`src/rtl/gate_pkg.sv`:
```
// Shared types and default constants for the crossing gate sequencer.
// Holds the FSM state enum and a small constant helper.
package gate_pkg;

    typedef enum logic [2:0] {
        GS_OPEN,
        GS_WARN,
        GS_CLOSING,
        GS_CLOSED,
        GS_HOLD,
        GS_OPENING
    } gs_state_t;

    localparam int STEPS_TRAVEL_DEF = 512;
    localparam int WARN_TICKS_DEF   = 8;
    localparam int CLEAR_TICKS_DEF  = 16;
    localparam int OCC_W_DEF        = 3;

    function automatic int max2(input int a, input int b);
        return (a > b) ? a : b;
    endfunction

endpackage

```
`src/rtl/gate_sequencer_if.sv`:
```
// Sensor, tick and motor/lamp bundle between the track side and the sequencer.
// The master drives the sensors and tick; the slave drives motor and status.
interface gate_sequencer_if;

    logic step_tick;
    logic train_in;
    logic train_out;
    logic motor_step;
    logic motor_dir;
    logic warn_lamp;
    logic gate_closed;
    logic gate_open;
    logic sensor_err;

    modport master (
        output step_tick, train_in, train_out,
        input  motor_step, motor_dir, warn_lamp,
        input  gate_closed, gate_open, sensor_err
    );

    modport slave (
        input  step_tick, train_in, train_out,
        output motor_step, motor_dir, warn_lamp,
        output gate_closed, gate_open, sensor_err
    );

endinterface

```
`src/rtl/gate_sequencer_train_counter.sv`:
```
// Rising-edge detectors on both track sensors feeding a saturating
// occupancy counter, with a sticky flag for departures from an empty section.
module train_counter
    import gate_pkg::*;
#(
    parameter int OCC_W = OCC_W_DEF
) (
    input  logic             clk,
    input  logic             rst_n,
    input  logic             train_in,
    input  logic             train_out,
    output logic [OCC_W-1:0] occ,
    output logic             sensor_err
);

    localparam logic [OCC_W-1:0] OCC_MAX = '1;

    logic in_q;
    logic out_q;
    logic rise_in;
    logic rise_out;

    assign rise_in  = train_in & ~in_q;
    assign rise_out = train_out & ~out_q;

    always_ff @(posedge clk) begin
        if (!rst_n) begin
            in_q       <= 1'b0;
            out_q      <= 1'b0;
            occ        <= '0;
            sensor_err <= 1'b0;
        end else begin
            in_q  <= train_in;
            out_q <= train_out;
            // simultaneous edges cancel out
            unique case (1'b1)
                rise_in && !rise_out: begin
                    if (occ != OCC_MAX) occ <= occ + 1'b1;
                end
                rise_out && !rise_in: begin
                    if (occ == '0) sensor_err <= 1'b1;
                    else           occ <= occ - 1'b1;
                end
                default: ;
            endcase
        end
    end

endmodule

```
`src/rtl/gate_sequencer.sv`:
```
// Crossing gate FSM: warning lamp, stepper direction/step pulses and
// absolute gate position, with mid-travel reversal while opening.
module gate_sequencer
    import gate_pkg::*;
#(
    parameter int STEPS_TRAVEL = STEPS_TRAVEL_DEF,
    parameter int WARN_TICKS   = WARN_TICKS_DEF,
    parameter int CLEAR_TICKS  = CLEAR_TICKS_DEF,
    parameter int OCC_W        = OCC_W_DEF
) (
    input logic             clk,
    input logic             rst_n,
    gate_sequencer_if.slave bus
);

    localparam int PW = $clog2(STEPS_TRAVEL + 1);
    localparam int TW = $clog2(max2(WARN_TICKS, CLEAR_TICKS) + 1);

    localparam logic [PW-1:0] POS_MAX   = PW'(STEPS_TRAVEL);
    localparam logic [PW-1:0] POS_ONE   = PW'(1);
    localparam logic [TW-1:0] WARN_END  = TW'(WARN_TICKS);
    localparam logic [TW-1:0] CLEAR_END = TW'(CLEAR_TICKS);

    gs_state_t        state;
    logic [PW-1:0]    pos;
    logic [TW-1:0]    tcnt;
    logic [OCC_W-1:0] occ;
    logic             busy;
    logic             tick;
    logic             step;
    logic             dir;
    logic             lamp;
    logic             closed;
    logic             open;

    assign busy = (occ != '0);
    assign tick = bus.step_tick;

    assign bus.motor_step  = step;
    assign bus.motor_dir   = dir;
    assign bus.warn_lamp   = lamp;
    assign bus.gate_closed = closed;
    assign bus.gate_open   = open;

    train_counter #(.OCC_W(OCC_W)) u_counter (
        .clk        (clk),
        .rst_n      (rst_n),
        .train_in   (bus.train_in),
        .train_out  (bus.train_out),
        .occ        (occ),
        .sensor_err (bus.sensor_err)
    );

    always_ff @(posedge clk) begin
        if (!rst_n) begin
            state  <= GS_OPEN;
            pos    <= '0;
            tcnt   <= '0;
            step   <= 1'b0;
            dir    <= 1'b0;
            lamp   <= 1'b0;
            closed <= 1'b0;
            open   <= 1'b1;
        end else begin
            step <= 1'b0;
            if (state != GS_OPEN && tick) lamp <= ~lamp;
            unique case (state)
                GS_OPEN: begin
                    if (busy) begin
                        state <= GS_WARN;
                        tcnt  <= '0;
                        lamp  <= 1'b1;
                        open  <= 1'b0;
                    end
                end
                GS_WARN: begin
                    if (tick) begin
                        tcnt <= tcnt + 1'b1;
                        if (tcnt + 1'b1 == WARN_END) state <= GS_CLOSING;
                    end
                end
                GS_CLOSING: begin
                    if (pos == POS_MAX) begin
                        state  <= GS_CLOSED;
                        closed <= 1'b1;
                    end else if (tick) begin
                        step <= 1'b1;
                        dir  <= 1'b1;
                        pos  <= pos + 1'b1;
                        if (pos + 1'b1 == POS_MAX) begin
                            state  <= GS_CLOSED;
                            closed <= 1'b1;
                        end
                    end
                end
                GS_CLOSED: begin
                    if (!busy) begin
                        state <= GS_HOLD;
                        tcnt  <= '0;
                    end
                end
                GS_HOLD: begin
                    if (busy) begin
                        state <= GS_CLOSED;
                    end else if (tick) begin
                        tcnt <= tcnt + 1'b1;
                        if (tcnt + 1'b1 == CLEAR_END) begin
                            state  <= GS_OPENING;
                            closed <= 1'b0;
                        end
                    end
                end
                GS_OPENING: begin
                    // a new train reverses now; the step waits for the next tick
                    if (busy) begin
                        state <= GS_CLOSING;
                    end else if (pos == '0) begin
                        state <= GS_OPEN;
                        open  <= 1'b1;
                        lamp  <= 1'b0;
                    end else if (tick) begin
                        step <= 1'b1;
                        dir  <= 1'b0;
                        pos  <= pos - 1'b1;
                        if (pos == POS_ONE) begin
                            state <= GS_OPEN;
                            open  <= 1'b1;
                            lamp  <= 1'b0;
                        end
                    end
                end
                default: state <= GS_OPEN;
            endcase
        end
    end

endmodule

```
`src/flat_wrapper.sv`:
```
// flat-port wrapper written by rule: the top's interface ports become plain ports
module gate_sequencer_flat import gate_pkg::*;
#(
    parameter int STEPS_TRAVEL = STEPS_TRAVEL_DEF,
    parameter int WARN_TICKS   = WARN_TICKS_DEF,
    parameter int CLEAR_TICKS  = CLEAR_TICKS_DEF,
    parameter int OCC_W        = OCC_W_DEF
)
  (clk, rst_n, bus_step_tick, bus_train_in, bus_train_out, bus_motor_step, bus_motor_dir, bus_warn_lamp, bus_gate_closed, bus_gate_open, bus_sensor_err);
  gate_sequencer_if bus_i ();
  input logic clk;
  input logic rst_n;
  input wire logic [$bits(bus_i.step_tick)-1:0] bus_step_tick;
  input wire logic [$bits(bus_i.train_in)-1:0] bus_train_in;
  input wire logic [$bits(bus_i.train_out)-1:0] bus_train_out;
  output wire logic [$bits(bus_i.motor_step)-1:0] bus_motor_step;
  output wire logic [$bits(bus_i.motor_dir)-1:0] bus_motor_dir;
  output wire logic [$bits(bus_i.warn_lamp)-1:0] bus_warn_lamp;
  output wire logic [$bits(bus_i.gate_closed)-1:0] bus_gate_closed;
  output wire logic [$bits(bus_i.gate_open)-1:0] bus_gate_open;
  output wire logic [$bits(bus_i.sensor_err)-1:0] bus_sensor_err;
  assign bus_i.step_tick = bus_step_tick;
  assign bus_i.train_in = bus_train_in;
  assign bus_i.train_out = bus_train_out;
  assign bus_motor_step = bus_i.motor_step;
  assign bus_motor_dir = bus_i.motor_dir;
  assign bus_warn_lamp = bus_i.warn_lamp;
  assign bus_gate_closed = bus_i.gate_closed;
  assign bus_gate_open = bus_i.gate_open;
  assign bus_sensor_err = bus_i.sensor_err;
  gate_sequencer #(.STEPS_TRAVEL(STEPS_TRAVEL), .WARN_TICKS(WARN_TICKS), .CLEAR_TICKS(CLEAR_TICKS), .OCC_W(OCC_W)) u_core (.clk(clk), .rst_n(rst_n), .bus(bus_i));
endmodule
```
`config.mk`:
```
export PLATFORM = sky130hd
export DESIGN_NAME = gate_sequencer_flat
export DESIGN_NICKNAME = d
export VERILOG_FILES = /design/src/rtl/gate_pkg.sv /design/src/rtl/gate_sequencer_if.sv /design/src/rtl/gate_sequencer_train_counter.sv /design/src/rtl/gate_sequencer.sv /design/src/flat_wrapper.sv
export SDC_FILE = /design/constraint.sdc
export NUM_CORES = 1
export LEC_CHECK = 0
export CORE_ASPECT_RATIO = 1.1
export CORE_MARGIN = 2
export CORE_UTILIZATION = 45
export DETAILED_ROUTE_END_ITERATION = 8
export PLACE_DENSITY = 0.71
export SLEW_MARGIN = 20
export SYNTH_ARGS = -nofsm -noshare
export SYNTH_HDL_FRONTEND = slang
export SYNTH_SLANG_ARGS = --single-unit
```
`constraint.sdc`:
```
create_clock -name clk -period 3.3 [get_ports clk]
set_clock_uncertainty 0.2 [all_clocks]
set_input_delay 0.66 -clock clk [delete_from_list [all_inputs] [get_ports clk]]
set_output_delay 0.66 -clock clk [all_outputs]
set_load 0.1 [all_outputs]
```
---- Word-level counts from Yosys, hierarchy flattened ----
Cells that the tools add are included.
cells by class
  add/sub/neg operators ................... 5
  equal/unequal tests ..................... 33
  multiplexer cells ....................... 60
  bitwise gates (word level) .............. 5
  reductions and logical operators ........ 22
operator list
  operator                                             number
  2-to-1 mux 10 bit                                    5
  2-to-1 mux 3 bit                                     16
  2-to-1 mux 1 bit                                     26
  == test 10 bit (second input constant)               2
  2-to-1 mux 5 bit                                     4
  != test 2 bit (second input constant)                10
  case mux 10 bit (2 select lines)                     1
  case mux 5 bit (4 select lines)                      1
  case mux 3 bit (6 select lines)                      1
  AND reduction 6 bit                                  2
  adder 10 x 1 -> 10 bit (second input constant)       1
  == test 10 x 1 -> 1 bit (second input constant)      1
  logical NOT 10 bit                                   1
  case mux 1 bit (2 select lines)                      5
  AND reduction 10 bit                                 1
  subtractor 10 x 1 -> 10 bit (second input constant)  1
  != test 3 x 1 -> 1 bit (second input constant)       3
  != test 3 x 2 -> 1 bit (second input constant)       3
  != test 2 x 1 -> 1 bit (second input constant)       4
  nonzero test 2 bit                                   4
  == test 3 x 2 -> 1 bit (second input constant)       2
  == test 3 bit (second input constant)                2
  logical NOT 3 bit                                    2
  case mux 3 bit (2 select lines)                      1
  19 further kinds                                     26
word-level totals
  register bits after elaboration ......... 29
  output and inout port bits .............. 6
  logic and storage cells ................. 137

---- Longest topological paths before layout ----
  depth after elaboration ................. 8
  gate-level depth with buffers ........... 9

---- Hierarchy ----
A second synthesis with hierarchy kept.
second synthesis, totals
  cells, all modules ...................... 243
  area, all modules ....................... 1951.9 µm²
by module, submodules not included
  module          times used  cells each  area each (µm²)  seq. area each (µm²)
  gate_sequencer  1           208         1625.3           460.4
  train_counter   1           35          326.6            120.1

---- Least setup slack after synthesis ----
OpenSTA, ideal clock, no wires.
  kind .................................... reg-to-reg
  start ................................... register u_core.u_counter.occ[1]
  end ..................................... register u_core.tcnt[2]
  setup time .............................. 0.070 ns
  arrival time ............................ 2.057 ns
  data required time ...................... 3.030 ns
  setup slack ............................. 0.972 ns
  cell stages (with the launch flop) ...... 8
  buffers on the path ..................... 1
  cell sequence ........................... dfxtp_1 > or3_1 > buf_2 > or3_4 > o31a_4 > or2_1 > or3b_1 > a21oi_1
between the ends
  cells in the longest elaborated chain, start to end .. 3
  elaborated cells between the ends (all ways) .. 5
  classes of those cells .................. eq/ne (3); reduce/logical (2)
RTL lines
  item                                                                             RTL line                            text
  start: declaration                                                               gate_sequencer_train_counter.sv:12  output logic [OCC_W-1:0] occ,
  start signal: assignment                                                         gate_sequencer_train_counter.sv:38  if (occ != OCC_MAX) occ <= occ + 1'b1;
  start signal: assignment                                                         gate_sequencer_train_counter.sv:42  else occ <= occ - 1'b1;
  nonzero test 3 bit (*)                                                           gate_sequencer.sv:36                assign busy = (occ != '0);
  != test 2 bit (no source line) / != test 2 x 1 -> 1 bit (equally long branches)  n/a
  AND reduction 4 bit (no source line) (*)                                         n/a
  end signal: assignment                                                           gate_sequencer.sv:78                tcnt <= tcnt + 1'b1;
  end signal: assignment                                                           gate_sequencer.sv:106               tcnt <= tcnt + 1'b1;
  end: declaration                                                                 gate_sequencer.sv:26                logic [TW-1:0] tcnt;
Every way passes the cells marked *; elsewhere a longest branch is shown, timed or not.
A chain may end at the register's enable or synchronous reset.

---- Worst setup path in the final report ----
  start ................................... input port bus_step_tick
  end ..................................... register u_core.state[1]
between the ends
  cells in the longest elaborated chain, start to end .. 2
  elaborated cells between the ends (all ways) .. 5
  classes of those cells .................. eq/ne (4); reduce/logical (1)
RTL lines
  item                                                                   RTL line              text
  start: declaration                                                     flat_wrapper.sv:13    input wire logic [$bits(bus_i.step_tick)-1:0] bus_step_tick;
  != test 4 x 2 -> 1 bit (no source line), or another cell as far along  n/a
  AND reduction 10 bit (no source line) (*)                              n/a
  end signal: assignment                                                 gate_sequencer.sv:56  state <= GS_OPEN;
  end signal: assignment                                                 gate_sequencer.sv:70  state <= GS_WARN;
  end signal: assignment                                                 gate_sequencer.sv:79  if (tcnt + 1'b1 == WARN_END) state <= GS_CLOSING;
  end: declaration                                                       gate_sequencer.sv:24  gs_state_t state;
Marks and branches as above.

==> results by group <==
STA
  • Worst slew pin tran: 1110 ps
  • Slew margin rel.: 25.8%
  • Slew Limit Fails: 0
  • Tmin final: 2710 ps
  • RSZ-0062 raised after global routing: no
  • Peak Freq: ~0.37 GHz
  • Number of setup violations in the final report: 0
  • Tcrit/Tclk final: between 80% and 90%
  • Final TNS setup: 0 ps
  • Final Hold Viols: 0

Final layout
  • Multi-input gate area: roughly 1200 sq um
  • Area growth, synth to finish: 12.2%
  • Seq. cell area: 581 sq um
  • Non-filler instance count after layout: 301
  • Layout cells sized above 1: approximately 7.6%
  • N_diodes: 0
  • Layout fillers: around 380
  • NumNets Final: 261

Global route
  • Grt met3 use: 4.19%
  • First-pass GRT wire length: about 6.9 mm
  • GRT busiest layer: met2
  • Initial antenna violation count: 0
  • Met1 usage: a little under a quarter
  • Grt total ovfl: 0
  • Met2 Track Usage GR: 31.1%
  • Total track usage: 18.9%
  • Vias in the first global route: around 1.5k
  • Largest net degree at the start of global routing: 14

Synth
  • Synthesized cell area: between 1500 and 2000 sq um
  • Largest cells by area after synthesis: dfxtp_1 31%, xnor2_1 6.0%, ha_1 4.6%, a21oi_1 4.5%, nor3_1 4.5%
  • Synthesized flop and latch total: 29
  • Cells after Synth: 243
  • Ys flop type: dfxtp_1
  • Area leader, netlist: dfxtp_1
  • Seq/Total Area, Yosys: between 30 and 40%
  • Ys async rst share: 0%
  • Post-Syn Nets: 256
  • YS warnings: 0
  • Post-synth EDFFs: 0
  • Avg Inst Size Synth: roughly 7.8 sq um
  • Number of unique standard cell types used by synthesis: 50
  • Synth top area share: a little under a third

Clock network
  • CTS buffer count: 5
  • Resized cells post-CTS: 0
  • CTS root buf: clkbuf_8
  • Worst-path clk slew: 60 ps
  • CTS tree: yes
  • Setup Fix Bufs, Post-CTS: 0
  • H-tree depth: 2
  • Clock sinks: 29
  • Post-CTS Hold Fix Bufs: 0
  • Skew-Pair Late Insertion Delay: just under 300 ps
  • Longest Clk Path Bufs: 2

Floorplan
  • I/O pin cnt: 11
  • Die width: 65.7 microns
  • Die area: around 4700 sq um
  • Starting Density: 47.2%
  • Area of the core: 3990 sq um
  • Height of the die: 71.9 microns
  • Std cell rows: 24

Worst setup path
  • Crit end category: register
  • Crit-path max FO: 6
  • CP startpoint: bus_step_tick
  • Critical Path Source Type: primary input
  • Crit path arrival time: 2680 ps
  • CP Data Required Time: 3270 ps
  • Setup Crit Path Kind: in2reg
  • Reg-to-reg startpoint: u_core.pos[0]$_SDFFE_PN0P_

Status
  • Status: finished clean

Detailed routing
  • DRT Wirelength: ~4.2 mm
  • Initial DRC count: between 90 and 100
  • Vias per cell: 5.67
  • Vias: around 1.7k
  • Remaining routing DRC violations: 0
  • Post-route ant nets: 0
  • WL/cell: 13.8 microns
  • Drt pass-1 iters: 4

Placed design
  • IO Port Bufs: 10
  • GPL Wtd Cong: roughly 0.81
  • Placed cells: 293
  • Post-DP HPWL: around 2.9 mm

Worst hold path
  • HP Class: reg2reg
  • Worst hold start: u_core.u_counter.sensor_err$_SDFFE_PN0P_

Power and ir drop
  • Peak supply drop: 0.000381 V
  • Cell Pwr Density: slightly below 700 nW/um^2
  • Leak: between 0.7 and 0.8 nW

Run
  • Maxcap violations: 0
==> Yosys cell counts, drive strengths merged, types with 2 or more instances <==
cell / n
nand2b: 5
o41a: 2
clkbuf: 13
nor2: 22
xnor2: 13
nand2: 15
or3: 9
o31a: 3
buf: 2
nand4: 6
and3: 2
a21oi: 17
nor2b: 4
a21o: 2
mux2i: 2
dfxtp: 29
nor3: 17
o21ai: 10
xor2: 2
a22oi: 2
inv: 11
nor4: 3
nand3: 11
or3b: 3
a211oi: 2
o211ai: 2
and2: 5
ha: 7
a31oi: 4
==> per-stage QoR <==
step | area, sq um | hold WS, ps | power (mW) | utilization, % | worst slack [ps]
after floorplan | 1890 | 266 | 0.950 | - | 972
after global placement | 2000 | 257 | 1.06 | 50.1 | 339
after detailed placement | 2000 | 263 | 1.07 | 50.1 | 316
after CTS | 2120 | 279 | 1.46 | 53.0 | 606
after global routing | 2120 | 326 | 1.54 | 53.0 | 461
final | 2120 | 273 | 1.45 | 53.0 | 592
==> critical path, cell delays in order <==
cell and delay [ps]:
clkdlybuf4s50_1 600, nand2b_1 130, or3_1 350, o211ai_1 160
o41a_1 280, a21oi_1 100, o41a_1 390
==> flip-flops by register name, indices dropped and copies added, names as in the netlist <==
register / cells
u_core.state: 3
u_core.u_counter.in_q: 1
u_core.pos: 10
u_core.bus.motor_dir: 1
u_core.u_counter.sensor_err: 1
u_core.bus.gate_closed: 1
u_core.tcnt: 5
u_core.bus.gate_open: 1
u_core.bus.warn_lamp: 1
u_core.bus.motor_step: 1
u_core.u_counter.out_q: 1
u_core.u_counter.occ: 3
==> cell usage in the layout, fill, tap and decap left out, types with 2 or more instances in the layout <==
cell / instances
dfxtp_1: 29
nor2_1: 22
nor3_1: 17
a21oi_1: 17
nand2_1: 15
xnor2_1: 13
inv_1: 11
nand3_1: 11
buf_4: 9
or3_1: 8
ha_1: 7
nand4_1: 6
clkbuf_8: 6
nand2b_1: 5
o21ai_1: 5
and2_1: 5
o21ai_0: 5
nor2b_1: 4
a31oi_1: 4
clkdlybuf4s50_1: 4
or3b_1: 3
nor4_1: 3
xor2_1: 2
a211oi_1: 2
a21o_1: 2
and3_1: 2
o211ai_1: 2
mux2i_1: 2
a22oi_1: 2
o41a_1: 2
o31a_1: 2
==> kinds of logic (layout without fill, tap and decap cells) <==
group           count (synthesis)  after routing  synth area share [%]
simple gates                  110            110                  31.2
mux                             2              2                  1.06
fa+ha+maj                       8              8                  5.71
xor+xnor                       15             15                  6.97
compound gates                 53             53                  19.0
flops                          29             29                  30.8
buf+inv                        26             32                  5.31
==> metal layers <==
metal,wire length [microns],part of all wire (%),vias to the layer above
met5,0,0,-
met2,2030,49,14
met3,112,2.7,7
li1,-,-,881
met1,1950,47,804
met4,69,1.7,0
==> layout make-up <==
cell class              count  area share [%]
multi-input cells         188            56.9
flip-flops and latches     29            27.4
repair buffers             13            5.09
clock buffers               7            4.08
well taps                  52            3.08
inverters                  11            1.95
clock inverters             1            1.42
==> final timing paths <==
path,end,slack [ps],depth (start not counted)
worst max-delay path,u_core.state[1]$_SDFFE_PN0P_,590,7
worst min-delay path,u_core.u_counter.sensor_err$_SDFFE_PN0P_,270,2
worst max register to register,u_core.pos[0]$_SDFFE_PN0P_,630,8
worst min register to register,u_core.u_counter.sensor_err$_SDFFE_PN0P_,270,2
==> where the power goes <==
group	total, mW	internal [mW]	leakage, nW	switching, mW
Clock	0.389	0.246	0.0585	0.143
Sequential	0.468	0.400	0.236	0.0679
Combinational	0.598	0.211	0.443	0.387
Total	1.45	0.857	0.738	0.598
No activity file was read; power rests on OpenSTA's default activity.
